File: src/rtl/top_level.sv
// Pattern-search engine: reads a 5-bit pattern and a 32-byte message from the
// internal data memory dm1, counts matches three ways (in-byte windows, bytes with
// any in-byte hit, and all 252 stream windows), then writes the counts to
// core[33..35] and raises done.
//
// Build option: define TOP_LEVEL_DONE_PULSE_EN to make done a single-cycle pulse on
// entry to the final state. Otherwise done stays high until the next reset.

// 256 x 8 data memory: combinational read, synchronous write, no reset so that
// preloaded contents and earlier results survive a reset pulse.
module top_level_dm (
  input  logic       clk,
  input  logic       we,
  input  logic [7:0] waddr,
  input  logic [7:0] wdata,
  input  logic [7:0] raddr,
  output logic [7:0] rdata
);

  logic [7:0] core [0:255];

  // Synchronous write port
  always_ff @(posedge clk) begin
    if (we) begin
      core[waddr] <= wdata;
    end
  end

  // Combinational read port
  always_comb begin
    rdata = core[raddr];
  end

endmodule

module top_level (
  input  logic clk,
  input  logic reset,
  output logic done
);

  localparam logic [2:0] StIdle  = 3'd0;
  localparam logic [2:0] StLdPat = 3'd1;
  localparam logic [2:0] StScan  = 3'd2;
  localparam logic [2:0] StWr33  = 3'd3;
  localparam logic [2:0] StWr34  = 3'd4;
  localparam logic [2:0] StWr35  = 3'd5;
  localparam logic [2:0] StDone  = 3'd6;

  localparam logic [7:0] PatAddr = 8'd32;
  localparam logic [7:0] CtbAddr = 8'd33;
  localparam logic [7:0] CtoAddr = 8'd34;
  localparam logic [7:0] CtsAddr = 8'd35;

  logic [2:0] state_q, state_d;
  logic [4:0] idx_q, idx_d;
  logic [7:0] prev_q, prev_d;
  logic [4:0] pat_q, pat_d;
  logic [7:0] ctb_q, ctb_d;
  logic [7:0] cto_q, cto_d;
  logic [7:0] ctx_q, ctx_d;
  logic       done_q, done_d;

  logic       mem_we;
  logic [7:0] mem_waddr;
  logic [7:0] mem_wdata;
  logic [7:0] mem_raddr;
  logic [7:0] mem_rdata;

  logic [3:0] in_hit;
  logic [3:0] cross_hit;
  logic [2:0] in_cnt;
  logic [2:0] cross_cnt;
  logic [7:0] cts;

  top_level_dm dm1 (
    .clk   (clk),
    .we    (mem_we),
    .waddr (mem_waddr),
    .wdata (mem_wdata),
    .raddr (mem_raddr),
    .rdata (mem_rdata)
  );

  // Number of set bits in a 4-bit hit vector
  function automatic logic [2:0] count4(input logic [3:0] v);
    count4 = {2'b00, v[0]} + {2'b00, v[1]} + {2'b00, v[2]} + {2'b00, v[3]};
  endfunction

  // Read port: pattern byte while loading, otherwise the byte under scan
  always_comb begin
    mem_raddr = (state_q == StLdPat) ? PatAddr : {3'b000, idx_q};
  end

  // Window comparators for the current byte and the prev/cur byte boundary
  always_comb begin
    in_hit[0]    = (mem_rdata[4:0] == pat_q);
    in_hit[1]    = (mem_rdata[5:1] == pat_q);
    in_hit[2]    = (mem_rdata[6:2] == pat_q);
    in_hit[3]    = (mem_rdata[7:3] == pat_q);
    cross_hit[0] = ({prev_q[3:0], mem_rdata[7]}   == pat_q);
    cross_hit[1] = ({prev_q[2:0], mem_rdata[7:6]} == pat_q);
    cross_hit[2] = ({prev_q[1:0], mem_rdata[7:5]} == pat_q);
    cross_hit[3] = ({prev_q[0],   mem_rdata[7:4]} == pat_q);
    in_cnt       = count4(in_hit);
    cross_cnt    = count4(cross_hit);
  end

  // Stream count: in-byte matches plus boundary-crossing matches (max 252, fits 8 bits)
  always_comb begin
    cts = ctb_q + ctx_q;
  end

  // Result write port, active only in the three write states
  always_comb begin
    mem_we    = 1'b0;
    mem_waddr = CtbAddr;
    mem_wdata = ctb_q;
    case (state_q)
      StWr33: begin
        mem_we    = 1'b1;
        mem_waddr = CtbAddr;
        mem_wdata = ctb_q;
      end
      StWr34: begin
        mem_we    = 1'b1;
        mem_waddr = CtoAddr;
        mem_wdata = cto_q;
      end
      StWr35: begin
        mem_we    = 1'b1;
        mem_waddr = CtsAddr;
        mem_wdata = cts;
      end
      default: begin
        mem_we = 1'b0;
      end
    endcase
  end

  // Next-state and datapath update
  always_comb begin
    state_d = state_q;
    idx_d   = idx_q;
    prev_d  = prev_q;
    pat_d   = pat_q;
    ctb_d   = ctb_q;
    cto_d   = cto_q;
    ctx_d   = ctx_q;
    case (state_q)
      StIdle: begin
        state_d = StLdPat;
      end
      StLdPat: begin
        pat_d   = mem_rdata[7:3];
        idx_d   = 5'd0;
        state_d = StScan;
      end
      StScan: begin
        ctb_d  = ctb_q + {5'b00000, in_cnt};
        cto_d  = cto_q + {7'b0000000, |in_hit};
        // Byte 0 has no predecessor, so no crossing windows yet
        if (idx_q != 5'd0) begin
          ctx_d = ctx_q + {5'b00000, cross_cnt};
        end
        prev_d = mem_rdata;
        idx_d  = idx_q + 5'd1;
        if (idx_q == 5'd31) begin
          state_d = StWr33;
        end
      end
      StWr33: begin
        state_d = StWr34;
      end
      StWr34: begin
        state_d = StWr35;
      end
      StWr35: begin
        state_d = StDone;
      end
      StDone: begin
        state_d = StDone;
      end
      default: begin
        state_d = StIdle;
      end
    endcase
  end

  // done is registered so it rises on the same edge that enters the final state
  always_comb begin
`ifdef TOP_LEVEL_DONE_PULSE_EN
    done_d = (state_q == StWr35);
`else
    done_d = (state_q == StWr35) || done_q;
`endif
  end

  // State registers; reset aborts any run but leaves memory untouched
  always_ff @(posedge clk or posedge reset) begin
    if (reset) begin
      state_q <= StIdle;
      idx_q   <= 5'd0;
      prev_q  <= 8'd0;
      pat_q   <= 5'd0;
      ctb_q   <= 8'd0;
      cto_q   <= 8'd0;
      ctx_q   <= 8'd0;
      done_q  <= 1'b0;
    end else begin
      state_q <= state_d;
      idx_q   <= idx_d;
      prev_q  <= prev_d;
      pat_q   <= pat_d;
      ctb_q   <= ctb_d;
      cto_q   <= cto_d;
      ctx_q   <= ctx_d;
      done_q  <= done_d;
    end
  end

  // Output drive
  always_comb begin
    done = done_q;
  end

endmodule

File: config.mk
export PLATFORM = sky130hd
export DESIGN_NAME = top_level
export DESIGN_NICKNAME = d
export VERILOG_FILES = /design/src/rtl/top_level.sv
export SDC_FILE = /design/constraint.sdc
export NUM_CORES = 1
export LEC_CHECK = 0
export CAP_MARGIN = 20
export CORE_AREA = 3 3 40 42
export DETAILED_ROUTE_END_ITERATION = 12
export DIE_AREA = 0 0 43 45
export SETUP_SLACK_MARGIN = 0.15
export SLEW_MARGIN = 20
export SYNTH_ARGS = -nofsm -noshare
export SYNTH_HDL_FRONTEND = slang
export SYNTH_SLANG_ARGS = --single-unit
File: constraint.sdc
create_clock -name clk -period 1.9 [get_ports clk]
set_input_delay 0.38 -clock clk [delete_from_list [all_inputs] [get_ports clk]]
set_output_delay 0.38 -clock clk [all_outputs]
set_load 0.03 [all_outputs]
Yosys cells after proc, flatten, opt, wreduce, memory -nomap -nowiden
Index checks and enable logic that the tools add are counted.
{"block": "op_classes", "mux": 3, "add_sub_neg": 1, "eq_ne": 8, "n_reduce_logical": 4}
{"op": "case mux 3 bit (6 select lines)", "count": 1}
{"op": "case mux 5 bit (2 select lines)", "count": 1}
{"op": "equality test 3 bit, second input constant", "count": 3}
{"op": "equality test 3 x 2 -> 1 bit, second input constant", "count": 2}
{"op": "adder 5 x 1 -> 5 bit, second input constant", "count": 1}
{"op": "equality test 5 bit, second input constant", "count": 1}
{"op": "equality test 3 x 1 -> 1 bit, second input constant", "count": 1}
{"op": "logical NOT 3 bit", "count": 1}
{"op": "2-to-1 mux 3 bit", "count": 1}
{"op": "!= test 2 bit, second input constant", "count": 1}
{"op": "nonzero test 2 bit", "count": 1}
{"op": "OR reduction 2 bit", "count": 1}
{"op": "logical OR 1 bit", "count": 1}
{"block": "word_totals", "input_bits": 2, "ff_bits": 9, "output_inout_bits": 1}

Logic depth before layout (Yosys ltp)
Gate-level depths: netlist of the first run.
{"block": "logic_depth", "ltp_word": 3, "depth_mapped": 6, "ltp_nobuf": 6}

Worst setup path before layout of the first run
Ideal clock, no wire load.
{"block": "synth_timing", "kind": "reg2reg", "from": "reg idx_q[0]", "to": "reg state_q[2]", "path_stages_with_launch": 7, "t_arrival_ps": 1281, "setup_ps": 127, "slack_ps": 492, "path_cell_list": "dfrtp_1 ha_1 and3_1 ha_1 nand2b_1 a21oi_1 a21oi_1"}
{"block": "synth_between", "elab_chain_len": 2}
{"element": "from (decl)", "line": "56", "source": "logic [4:0] idx_q, idx_d;"}
{"element": "from (signal assigned)", "line": "212", "source": "idx_q <= idx_d;"}
{"element": "equality test 5 bit", "line": "168", "source": "if (idx_q == 5'd31) begin"}
{"element": "!= test 2 bit (no source line)"}
{"element": "to (signal assigned)", "line": "202", "source": "state_q <= StIdle;"}
{"element": "to (signal assigned)", "line": "211", "source": "state_q <= state_d;"}
{"element": "to (decl)", "line": "55", "source": "logic [2:0] state_q, state_d;"}
No other way between the ends.
A chain may end at the register's enable or synchronous reset.

Worst setup path in the final report of the first run
{"block": "layout_timing", "from": "reg done_q (netlist: done)", "to": "out done"}
{"element": "from (decl)", "line": "62", "source": "logic done_q, done_d;"}
{"element": "from (signal assigned)", "line": "218", "source": "done_q <= done_d;"}
{"element": "to (decl)", "line": "39", "source": "output logic done"}
No word-level cell between the ends.

==> flow_summary.yaml, run 1 <==
placed_design:
  post_dp_cell_area_um2: 517
  dp_hpwl_um: 537
  place_ws_ns: 0.414
  gp_congestion: 0.764
  io_buffers: 2
synthesis:
  syn_inst: 43
  ys.warnings.count: 0
  ys_seq_elements: 9
  netlist_top_cells_area: "dfrtp_1 47%, ha_1 16%, a22o_1 5.5%"
  seq_area_frac_synth_pct: 47.1
  synthArstFlopShare_pct: 100
  synth_top_area_share_pct: 47.1
  syn_nets: 51
  synth_edf_count: 0
  ys_types: 19
  dominantRegCellSynth: "dfrtp_1"
  syn_area_per_cell_um2: 11.1
  synth_most_common_cell: "dfrtp_1"
  synth_common_cells: "9 x dfrtp_1, 6 x ha_1, 4 x nand2_1"
  synth_area_um2: 478
  yosys.area.top_type: "dfrtp_1"
final_layout:
  final_nets: 58
  diodes: 0
  stdcell_area_um2: 543
  syn_to_final_growth_pct: 13.6
  drive_gt1_share_pct: 16.3
critical_path:
  path_max_fanout: 2
  critical_path_class: "reg -> out"
  cp.arrival_ns: 1.29
  path_cells: "clkdlybuf4s50_1"
  cp_num_cells: 1
  crit_path_start_kind: "flop"
  slowest_stage: "clkdlybuf4s50_1"
  endpoint_kind: "primary output"
  required_ns: 1.52
  crit_buf_inv: 1
  crit_path_max_incr_delay_ns: 0.67
  reg2reg_depth: 6
  cp_top_family: "buffers and inverters"
power_and_ir_drop:
  ir_worst_vdd_uv: 201
  p_leak_nw: 0.272
  p_per_area_mw_per_mm2: 645
global_route:
  track_usage_pct: 10.3
  grt_pass1_vias: 326
  grt_antenna_before_repair: 0
  overflow: 0
  grt_pass1_wl_um: 1380
  grt_max_degree: 10
drt:
  wl_per_cell_um: 12.6
  drt-total-wl_um: 805
  via_per_inst: 5.28
  dr.pass1.iters: 4
  vias: 338
  drtAntennaViolNets: 0
  drt_iter0_markers: 7
  drc: 0
clock_network:
  clk_latency_ns: 0.26
  cts_tree: "yes"
  cts_htree_levels: 1
  cts_setup_buffers: 0
  ctsHoldBuffers: 0
  cts.repair.resized: 0
  cts_buffer_depth: 2
  numCtsBuffers: 3
  cts_sinks: 9
  clk_pin_slew_ns: 0.06
  cts_root_buffer: "clkbuf_4"
timing:
  setup_ws_ns: 0.231
  drv_slew: 0
  tns_ns: 0
  whs_ns: 0.379
  grt_setup_unrepaired: "false"
  fmax_ghz: 0.599
  hold_violations: 0
  setup_violations: 0
  post-route-min-period_ns: 1.67
  worst_pin_slew_ns: 0.354
  fin_crit_sh_pct: 87.8
  slew_headroom_pct: 76.4
  fin_skew_ns: 0.00203
floorplanning:
  io-pin-count: 3
  coreArea_mm2: 0.00128
  die_w_um: 43
  die_h_um: 45
  initial_core_util_pct: 37.2
  dieArea_mm2: 0.00194
  rows: 13
run_status:
  outcome: "completed"
hold_path:
  min_path_type: "in -> async"
flow_run:
  maxCapViolations: 0
report_power, final:
group | internal, mW | switching, mW | total, mW | leakage, nW
logic | 0.00192 | 0.00391 | 0.00583 | 0.146
registers | 0.192 | 0 | 0.192 | 0.110
clock network | 0.0812 | 0.0717 | 0.153 | 0.0150
total | 0.275 | 0.0756 | 0.350 | 0.272
final timing paths:
| check | start | to | slack (ns) |
|---|---|---|---|
| min reg2reg | done | done | 0.48 |
| min | reset | idx_q[3] | 0.38 |
| max | done | done | 0.23 |
| max reg2reg | idx_q[0] | state_q[2] | 0.38 |
| min in group clk | done | done | 0.48 |
| max in group asynchronous | reset | state_q[0] | 1.26 |
metal layers:
| metal | GRT usage (%) | wire (µm) | up-vias |
|---|---|---|---|
| li1 | - | - | 165 |
| met1 | 12.4 | 432 | 161 |
| met2 | 13.2 | 336 | 10 |
| met3 | 4.38 | 22 | 2 |
| met4 | 10.2 | 14 | 0 |
| met5 | 0 | 0 | - |
state kept, by name (all words and copies together), names as in the netlist:
| name | flops |
|---|---|
| idx_q | 5 |
| state_q | 3 |
| done | 1 |
cells by family (layout without fill, tap and decap cells):
family          after synthesis  count (layout)  synth area share, %
simple gates                 12              12                 13.4
buf+inv                       3               9                 2.36
mux                           1               1                 3.14
compound gates               12              12                 18.3
fa+ha+maj                     6               6                 15.7
flops                         9               9                 47.1
metrics by stage:
| step | utilization, % | std cells | total power, mW |
|---|---|---|---|
| after floorplan | - | 43 | 0.198 |
| after global placement | 40.2 | 60 | 0.201 |
| final | 42.3 | 64 | 0.350 |
| after global routing | 42.3 | 64 | 0.362 |
| after CTS | 42.3 | 64 | 0.357 |
| after detailed placement | 40.2 | 60 | 0.201 |
cell type report:
| class | count | area (µm²) |
|---|---|---|
| inverters | 3 | 11.3 |
| clock buffers | 4 | 26.3 |
| repair buffers | 2 | 20.0 |
| fillers | 126 | 742 |
| multi-input cells | 31 | 241 |
| well taps | 15 | 18.8 |
| flip-flops and latches | 9 | 225 |
cell usage in the layout, fill, tap and decap left out, drive strengths merged:
master         synthesis  layout
a21o                   1       1
a21oi                  2       2
a22o                   3       3
and2b                  1       1
and3                   1       1
clkbuf                 0       4
clkdlybuf4s50          0       2
dfrtp                  9       9
ha                     6       6
inv                    3       3
mux2                   1       1
nand2                  4       4
nand2b                 2       2
nand3                  2       2
nor2                   1       1
nor3                   1       1
o21ai                  3       3
o21bai                 1       1
o311ai                 1       1
o31ai                  1       1
(Power assumes the default switching activity.)
==> inputs of run 2 (changes only) <==
--- a/config.mk
+++ b/config.mk
@@ -7,6 +7,7 @@
 export LEC_CHECK = 0
 export CAP_MARGIN = 20
 export CORE_AREA = 3 3 40 42
+export CTS_CLUSTER_DIAMETER = 30
 export DETAILED_ROUTE_END_ITERATION = 12
 export DIE_AREA = 0 0 43 45
 export SETUP_SLACK_MARGIN = 0.15
==> results of run 2 <==
The final DEF is identical to that of run 1; final timing and power are the same.
==> inputs of run 3 (changes only) <==
--- a/config.mk
+++ b/config.mk
@@ -10,6 +10,7 @@
 export CTS_CLUSTER_DIAMETER = 30
 export DETAILED_ROUTE_END_ITERATION = 12
 export DIE_AREA = 0 0 43 45
+export REMOVE_ABC_BUFFERS = 1
 export SETUP_SLACK_MARGIN = 0.15
 export SLEW_MARGIN = 20
 export SYNTH_ARGS = -nofsm -noshare
==> results of run 3 <==
The final DEF is identical to that of run 1; final timing and power are the same.
